**src/rtl/fblock_salt_pipe.sv**
```systemverilog
// DES round function F = P(S(SaltSwap(E(R)) ^ K)) over LANES lanes sharing one crypt(3) salt.
// LATENCY (1..3) CE-high edges from acceptance to OUT_VALID; CE low freezes every stage, no backpressure out.
module fblock_salt_pipe #(
    parameter int LANES     = 1,
    parameter int LATENCY   = 2,
    parameter int SALT_BITS = 12
) (
    input  logic                 CLK,
    input  logic                 RST,
    input  logic                 CE,
    input  logic                 IN_VALID,
    input  logic [LANES*32-1:0]  R,
    input  logic [LANES*48-1:0]  K,
    input  logic                 SALT_LOAD,
    input  logic [SALT_BITS-1:0] SALT_IN,
    output logic [SALT_BITS-1:0] SALT_Q,
    output logic                 OUT_VALID,
    output logic [LANES*32-1:0]  F_RK
);
    // One 64-nibble row-major table per S-box; entry 0 sits in the top nibble.
    localparam logic [255:0] SBOX [8] = '{
        256'hE4D12FB83A6C5907_0F74E2D1A6CB9538_41E8D62BFC973A50_FC8249175B3EA06D,
        256'hF18E6B34972DC05A_3D47F28EC01A69B5_0E7BA4D158C6932F_D8A13F42B67C05E9,
        256'hA09E63F51DC7B428_D709346A285ECBF1_D6498F30B12C5AE7_1AD069874FE3B52C,
        256'h7DE3069A1285BC4F_D8B56F03472C1AE9_A690CB7DF13E5284_3F06A1D8945BC72E,
        256'h2C417AB6853FD0E9_EB2C47D150FA3986_421BAD78F9C5630E_B8C71E2D6F09A453,
        256'hC1AF92680D34E75B_AF427C9561DE0B38_9EF528C3704A1DB6_432C95FABE17608D,
        256'h4B2EF08D3C975A61_D0B7491AE35C2F86_14BDC37EAF680592_6BD814A7950FE23C,
        256'hD2846FB1A93E50C7_1FD8A374C56B0E92_7B419CE206ADF358_21E74A8DFC90356B
    };
    localparam int P_TAB [32] = '{16, 7, 20, 21, 29, 12, 28, 17,  1, 15, 23, 26,  5, 18, 31, 10,
                                   2,  8, 24, 14, 32, 27,  3,  9, 19, 13, 30,  6, 22, 11,  4, 25};

    if (LATENCY < 1 || LATENCY > 3) begin : g_bad_latency
        $error("fblock_salt_pipe: LATENCY must be 1, 2 or 3");
    end
    if (SALT_BITS < 1 || SALT_BITS > 12) begin : g_bad_salt
        $error("fblock_salt_pipe: SALT_BITS must be 1..12");
    end

    logic [SALT_BITS-1:0] salt_q;
    always_ff @(posedge CLK) begin
        if (RST)            salt_q <= '0;
        else if (SALT_LOAD) salt_q <= SALT_IN;
    end
    assign SALT_Q = salt_q;

    logic                 s0_vld;
    logic [LANES*32-1:0]  s0_r;
    logic [LANES*48-1:0]  s0_k;
    logic [SALT_BITS-1:0] s0_salt;

    // The salt is latched with the item so later loads cannot reach it.
    if (LATENCY >= 3) begin : g_in_reg
        logic                 in_vld_q;
        logic [LANES*32-1:0]  in_r_q;
        logic [LANES*48-1:0]  in_k_q;
        logic [SALT_BITS-1:0] in_salt_q;
        always_ff @(posedge CLK) begin
            if (RST) begin
                in_vld_q  <= 1'b0;
                in_r_q    <= '0;
                in_k_q    <= '0;
                in_salt_q <= '0;
            end else if (CE) begin
                in_vld_q <= IN_VALID;
                if (IN_VALID) begin
                    in_r_q    <= R;
                    in_k_q    <= K;
                    in_salt_q <= salt_q;
                end
            end
        end
        assign s0_vld  = in_vld_q;
        assign s0_r    = in_r_q;
        assign s0_k    = in_k_q;
        assign s0_salt = in_salt_q;
    end else begin : g_in_pass
        assign s0_vld  = IN_VALID;
        assign s0_r    = R;
        assign s0_k    = K;
        assign s0_salt = salt_q;
    end

    logic [LANES*48-1:0] x_d;
    logic [LANES*48-1:0] x_s;
    logic                x_vld;

    if (LATENCY >= 2) begin : g_x_reg
        logic                x_vld_q;
        logic [LANES*48-1:0] x_q;
        always_ff @(posedge CLK) begin
            if (RST) begin
                x_vld_q <= 1'b0;
                x_q     <= '0;
            end else if (CE) begin
                x_vld_q <= s0_vld;
                if (s0_vld) x_q <= x_d;
            end
        end
        assign x_vld = x_vld_q;
        assign x_s   = x_q;
    end else begin : g_x_pass
        assign x_vld = s0_vld;
        assign x_s   = x_d;
    end

    logic [LANES*32-1:0] f_d;

    for (genvar n = 0; n < LANES; n++) begin : g_lane
        logic [31:0] r_l;
        logic [47:0] e_l;
        logic [47:0] sw_l;
        logic [47:0] x_l;
        logic [31:0] s_l;
        logic [31:0] f_l;

        assign r_l = s0_r[32*n +: 32];
        // E groups g take DES bits 4g..4g+5, wrapping 0->32 and 33->1.
        for (genvar i = 1; i <= 48; i++) begin : g_e
            localparam int RAW = 4 * ((i - 1) / 6) + (i - 1) % 6;
            localparam int SRC = (RAW == 0) ? 32 : ((RAW == 33) ? 1 : RAW);
            assign e_l[48-i] = r_l[32-SRC];
        end
        for (genvar j = 0; j < 24; j++) begin : g_sw
            if (j < SALT_BITS) begin : g_on
                assign sw_l[47-j] = s0_salt[j] ? e_l[23-j] : e_l[47-j];
                assign sw_l[23-j] = s0_salt[j] ? e_l[47-j] : e_l[23-j];
            end else begin : g_off
                assign sw_l[47-j] = e_l[47-j];
                assign sw_l[23-j] = e_l[23-j];
            end
        end
        assign x_d[48*n +: 48] = sw_l ^ s0_k[48*n +: 48];

        assign x_l = x_s[48*n +: 48];
        for (genvar m = 0; m < 8; m++) begin : g_sb
            localparam logic [255:0] SB = SBOX[m];
            logic [5:0] c;
            logic [5:0] idx;
            assign c   = x_l[47-6*m -: 6];
            assign idx = {c[5], c[0], c[4:1]};
            assign s_l[31-4*m -: 4] = SB[{~idx, 2'b00} +: 4];
        end
        for (genvar i = 1; i <= 32; i++) begin : g_p
            assign f_l[32-i] = s_l[32-P_TAB[i-1]];
        end
        assign f_d[32*n +: 32] = f_l;
    end

    logic                out_vld_q;
    logic [LANES*32-1:0] f_q;
    always_ff @(posedge CLK) begin
        if (RST) begin
            out_vld_q <= 1'b0;
            f_q       <= '0;
        end else if (CE) begin
            out_vld_q <= x_vld;
            if (x_vld) f_q <= f_d;
        end
    end
    assign OUT_VALID = out_vld_q;
    assign F_RK      = f_q;

endmodule
```
**config.mk**
```make
export PLATFORM = sky130hd
export DESIGN_NAME = fblock_salt_pipe
export DESIGN_NICKNAME = d
export VERILOG_FILES = /design/src/rtl/fblock_salt_pipe.sv
export SDC_FILE = /design/constraint.sdc
export NUM_CORES = 1
export LEC_CHECK = 0
export CORE_AREA = 5 5 142 144
export CTS_BUF_LIST = sky130_fd_sc_hd__clkbuf_16
export CTS_CLUSTER_SIZE = 24
export DETAILED_ROUTE_END_ITERATION = 6
export DIE_AREA = 0 0 147 149
export GPL_ROUTABILITY_DRIVEN = 0
export GPL_TIMING_DRIVEN = 0
export HOLD_SLACK_MARGIN = 0.15
export PLACE_DENSITY = 0.71
export SETUP_SLACK_MARGIN = 0.1
export SYNTH_ARGS = -nofsm -noshare
export SYNTH_HDL_FRONTEND = slang
export SYNTH_SLANG_ARGS = --single-unit
```
**constraint.sdc**
```tcl
create_clock -name CLK -period 2.8 [get_ports CLK]
set_input_delay 0.84 -clock CLK [delete_from_list [all_inputs] [get_ports CLK]]
set_output_delay 0.84 -clock CLK [all_outputs]
set_load 0.005 [all_outputs]
```
==> summary.md, run 1 <==
| Metric | Value |
|---|---|
| Crit path kind | input pin to register |
| Tcrit/Tclk final | 93.08% |
| Port Buffer Count | 140 |
| Leak pwr | about 0.004 uW |
| Antenna diodes | 0 |
| Synthesized net count | 1257 |
| CTS Buf Count | 9 |
| Seq/Total Area, Yosys | 21.91% |
| Hold_buf cts | 0 |
| Pint | 2696 uW |
| P per Cell Area | 389.6 mW/mm^2 |
| Hold_ws | 0.4608 ns |
| CTS Buffer Depth | 2 |
| Unrepaired setup endpoints after global routing | yes |
| Critical Path RT | 3.04 ns |
| Clk slew on worst S/H paths | 0.07 ns |
| Fillers | 1750 |
| Boundary Pins | 142 |
| Post-synth top area cell | dfxtp_1 |
| Root buffer cell | clkbuf_16 |
| Unique masters post-synth | 70 |
| Hold wc startpoint | F_RK[4]$_SDFFE_PP0P_ |
| Routed Antenna Nets | 0 |
| Final wirelength | roughly 28000 um |
| Worst-Skew Late Latency | between 0.3 and 0.4 ns |
| Die ar. | 0.02190 mm^2 |
| WL met2 | 12760 um |
| Largest cells by area after synthesis | dfxtp_1, ha_1, mux2i_1 |
| Clk_skew | between 0.01 and 0.015 ns |
| Routed length on met3 | 2551 um |
| Worst path bufs/invs | 2 |
| CP arrival | around 2.9 ns |
| Final setup fails | 0 |
| Worst Hold Class | register to register |
| Drt pass-1 iters | 6 |
| Share of cells above drive strength 1 | 8.553% |
| Seq pwr share | 36.3% |
| TritonCTS sink count | 94 |
| HPWL Detailed | around 21000 um |
| Rel. slew slack | 26.59% |
| CTS tree | done |
| Synth-to-layout area growth | 23.15% |
| Worst setup path startpoint | CE |
| Share of the synthesized area in the top cell type | a little over a fifth |
| Largest net degree at the start of global routing | 16 |
| YS warnings | 0 |
| First-pass GRT wire length | 44640 um |
| Vias | between 8000 and 9000 |
| Max Cap Viol | 0 |
| Reg2reg start | g_lane[0].x_l[37]$_SDFFE_PP0P_ |
| Drc violations | 0 |
| Top FF cell, synth | dfxtp_1 |
| CORE AREA | 0.01858 mm^2 |
| Crit Path Max Fanout | 10 |
| Final hold viol count | 0 |
| Net Sw Frac | 34.58% |
| Max stage delay cell, worst path | nor2_1 |
| Vias per inst | 5.978 |
| Htree depth | 3 |
| Clock network power share | 28.0% |
| Post-layout util | 56.92% |
| Slew Viols, Final | 0 |
| Gr ovfl total | 0 |
| Startpoint types | input pin |
| Worst VDD drop | 282.7 uV |
| Post-synth EDFFs | 0 |
| Initial antenna violation count | 0 |
| Synthesized instance count | around 1100 |
| Die Width | 147 um |
| Combinational power share | 35.7% |
| Async S/R FF share, synth | 0% |
| Die Height | 149 um |
| Cell Area, Synth | roughly 0.0086 mm^2 |
| Crit path cell chain | clkdlybuf4s50_1 -> and2_1 -> buf_2 -> nor2_1 -> nand2_1 -> o41ai_1 |
| Effective utilization at floorplan | about 46% |
| Row cnt | 50 |
| Status | complete, no violations |
| GR Util All Layers | between 20% and 30% |
| Achievable Freq | between 300 and 400 MHz |
| Critical path capture point type | register |
| Slew @ Worst Pin | 1.097 ns |
| Crit-path leading delay family | simple AND/OR/NAND/NOR gates |
| Synth Area per Inst | 7.836 um^2 |
| Final nets | around 1400 |
| Max Used Layer | met4 |
| Switch Pwr | 1425 uW |
| Crit path largest cell delay | between 0.8 and 0.9 ns |
| Setup TNS | 0 ns |
| Number of global-route vias before repair | 8476 |
| Wire per inst | ~19 um |
| 1st-iter DRT viols | 967 |
| Crit path time final | 2.606 ns |
| Register bit total from synthesis | 94 |
| Met1 Wirelength | 11680 um |
cell usage after synthesis (16+ instances only):
| cell | n |
|---|---|
| a2111oi_0 | 16 |
| a211oi_1 | 52 |
| a21oi_1 | 88 |
| buf_2 | 32 |
| clkbuf_1 | 46 |
| dfxtp_1 | 94 |
| ha_1 | 64 |
| inv_1 | 45 |
| mux2i_1 | 55 |
| nand2_1 | 104 |
| nand2b_1 | 23 |
| nor2_1 | 106 |
| nor2b_1 | 20 |
| nor3_1 | 17 |
| o211ai_1 | 17 |
| o21ai_0 | 44 |
| xnor2_1 | 45 |
| xor2_1 | 25 |
stage by stage:
stage / instance area (um^2) / std cells / power (uW) / worst slack [ns]
after global routing: 10580 / 1485 / 4353 / 0.03568
after CTS: 10550 / 1486 / 4119 / 0.1072
after detailed placement: 10280 / 1470 / 2962 / -0.3073
after floorplan: 8588 / 1096 / 2461 / 0.3966
final: 10580 / 1485 / 4121 / 0.1939
after global placement: 10280 / 1470 / 2947 / -0.3227
state kept, by name, summed over array words and instances (netlist names):
register	flops
F_RK	32
OUT_VALID	1
SALT_Q	12
g_lane.x_l	48
g_x_reg.x_vld_q	1
power groups by stage:
stage               clock network (uW)  registers (uW)  logic, uW
detailed placement                   0            1520       1440
global placement                     0            1520       1430
CTS                               1180            1490       1450
floorplan                            0            1500        957
finish                            1160            1500       1470
global route                      1230            1510       1610
kinds of logic after synthesis:
kind of cell,share of synthesized area [%]
AO/OA/AOI/OAI,25.80
adder cells (fa/ha/maj),9.324
AND/OR/NAND/NOR,17.58
flip-flops,21.91
multiplexers,10.74
XOR/XNOR,7.139
buffers and inverters,7.503
worst paths after layout:
kind,endpoint,slack [ns],cells past startpoint
hold reg to reg,F_RK[4]$_SDFFE_PP0P_,0.46,2
setup / recovery,F_RK[15]$_SDFFE_PP0P_,0.19,6
setup reg to reg,F_RK[14]$_SDFFE_PP0P_,0.20,6
hold / removal,F_RK[4]$_SDFFE_PP0P_,0.46,2
worst register-to-register path: cells and delay by family (launching register included):
kind                     cells  cell delay, ns
multiplexers                 1            0.48
flip-flops                   1            0.46
AO/OA/AOI/OAI                2            0.51
adder cells (fa/ha/maj)      1            0.47
buffers and inverters        2            0.54
layer usage:
layer / track usage (%) / vias to the layer above
met5: 0 / -
met4: 8.155 / 0
li1: - / 4236
met2: 40.42 / 445
met1: 32.52 / 4140
met3: 6.442 / 57
timing repair:
action,in CTS,in global routing
resized for setup,2,30
setup buffers,0,0
endpoints found under the setup margin,4,31
placed cells by master, fill, tap and decap left out, drive strengths merged, types with 5 or more instances in the layout:
master,netlist,final
clkinv,1,8
a211oi,53,53
mux4,13,13
a311oi,10,10
nand2,104,104
a31oi,12,12
clkdlybuf4s50,0,140
a21oi,88,88
inv,46,46
o221ai,7,7
o311ai,7,7
o211ai,17,17
o2111ai,7,7
mux2,7,7
o31a,5,5
nor3,18,18
nor3b,6,6
a211o,13,13
dfxtp,94,94
or3,6,6
nand2b,23,23
ha,64,64
or2,6,6
nor2b,20,20
buf,52,52
o21ai,45,45
nand3b,7,7
o31ai,5,5
and2,5,5
nand3,6,6
mux2i,55,55
clkbuf,46,54
a2111oi,17,17
nor2,106,106
o21bai,5,5
xnor2,45,45
xor2,25,25
a21o,5,5
cell type report:
type | count | area (um^2) | share of cell area, %
Multi-Input combinational cell | 857 | 6073 | 57.42
Sequential cell | 94 | 1886 | 17.83
Timing Repair Buffer | 140 | 1401 | 13.25
Buffer | 97 | 480.5 | 4.543
Tap cell | 234 | 292.8 | 2.768
Clock buffer | 9 | 225.2 | 2.129
Inverter | 47 | 176.4 | 1.668
Clock inverter | 7 | 41.29 | 0.3904
Power figures use the tool's default switching activity.
==> inputs of run 2 (changes only) <==
--- a/config.mk
+++ b/config.mk
@@ -7,6 +7,7 @@
 export LEC_CHECK = 0
 export CORE_AREA = 5 5 142 144
 export CTS_BUF_LIST = sky130_fd_sc_hd__clkbuf_16
+export CTS_CLUSTER_DIAMETER = 60
 export CTS_CLUSTER_SIZE = 24
 export DETAILED_ROUTE_END_ITERATION = 6
 export DIE_AREA = 0 0 147 149
==> results of run 2 <==
No change in the layout: final DEF, timing and power equal those of run 1.
==> inputs of run 3 (changes only) <==
--- a/config.mk
+++ b/config.mk
@@ -5,6 +5,7 @@
 export SDC_FILE = /design/constraint.sdc
 export NUM_CORES = 1
 export LEC_CHECK = 0
+export CAP_MARGIN = 20
 export CORE_AREA = 5 5 142 144
 export CTS_BUF_LIST = sky130_fd_sc_hd__clkbuf_16
 export CTS_CLUSTER_DIAMETER = 60
@@ -16,6 +17,7 @@
 export HOLD_SLACK_MARGIN = 0.15
 export PLACE_DENSITY = 0.71
 export SETUP_SLACK_MARGIN = 0.1
+export SLEW_MARGIN = 20
 export SYNTH_ARGS = -nofsm -noshare
 export SYNTH_HDL_FRONTEND = slang
 export SYNTH_SLANG_ARGS = --single-unit
==> results of run 3 <==
No change in the layout: final DEF, timing and power equal those of run 1.
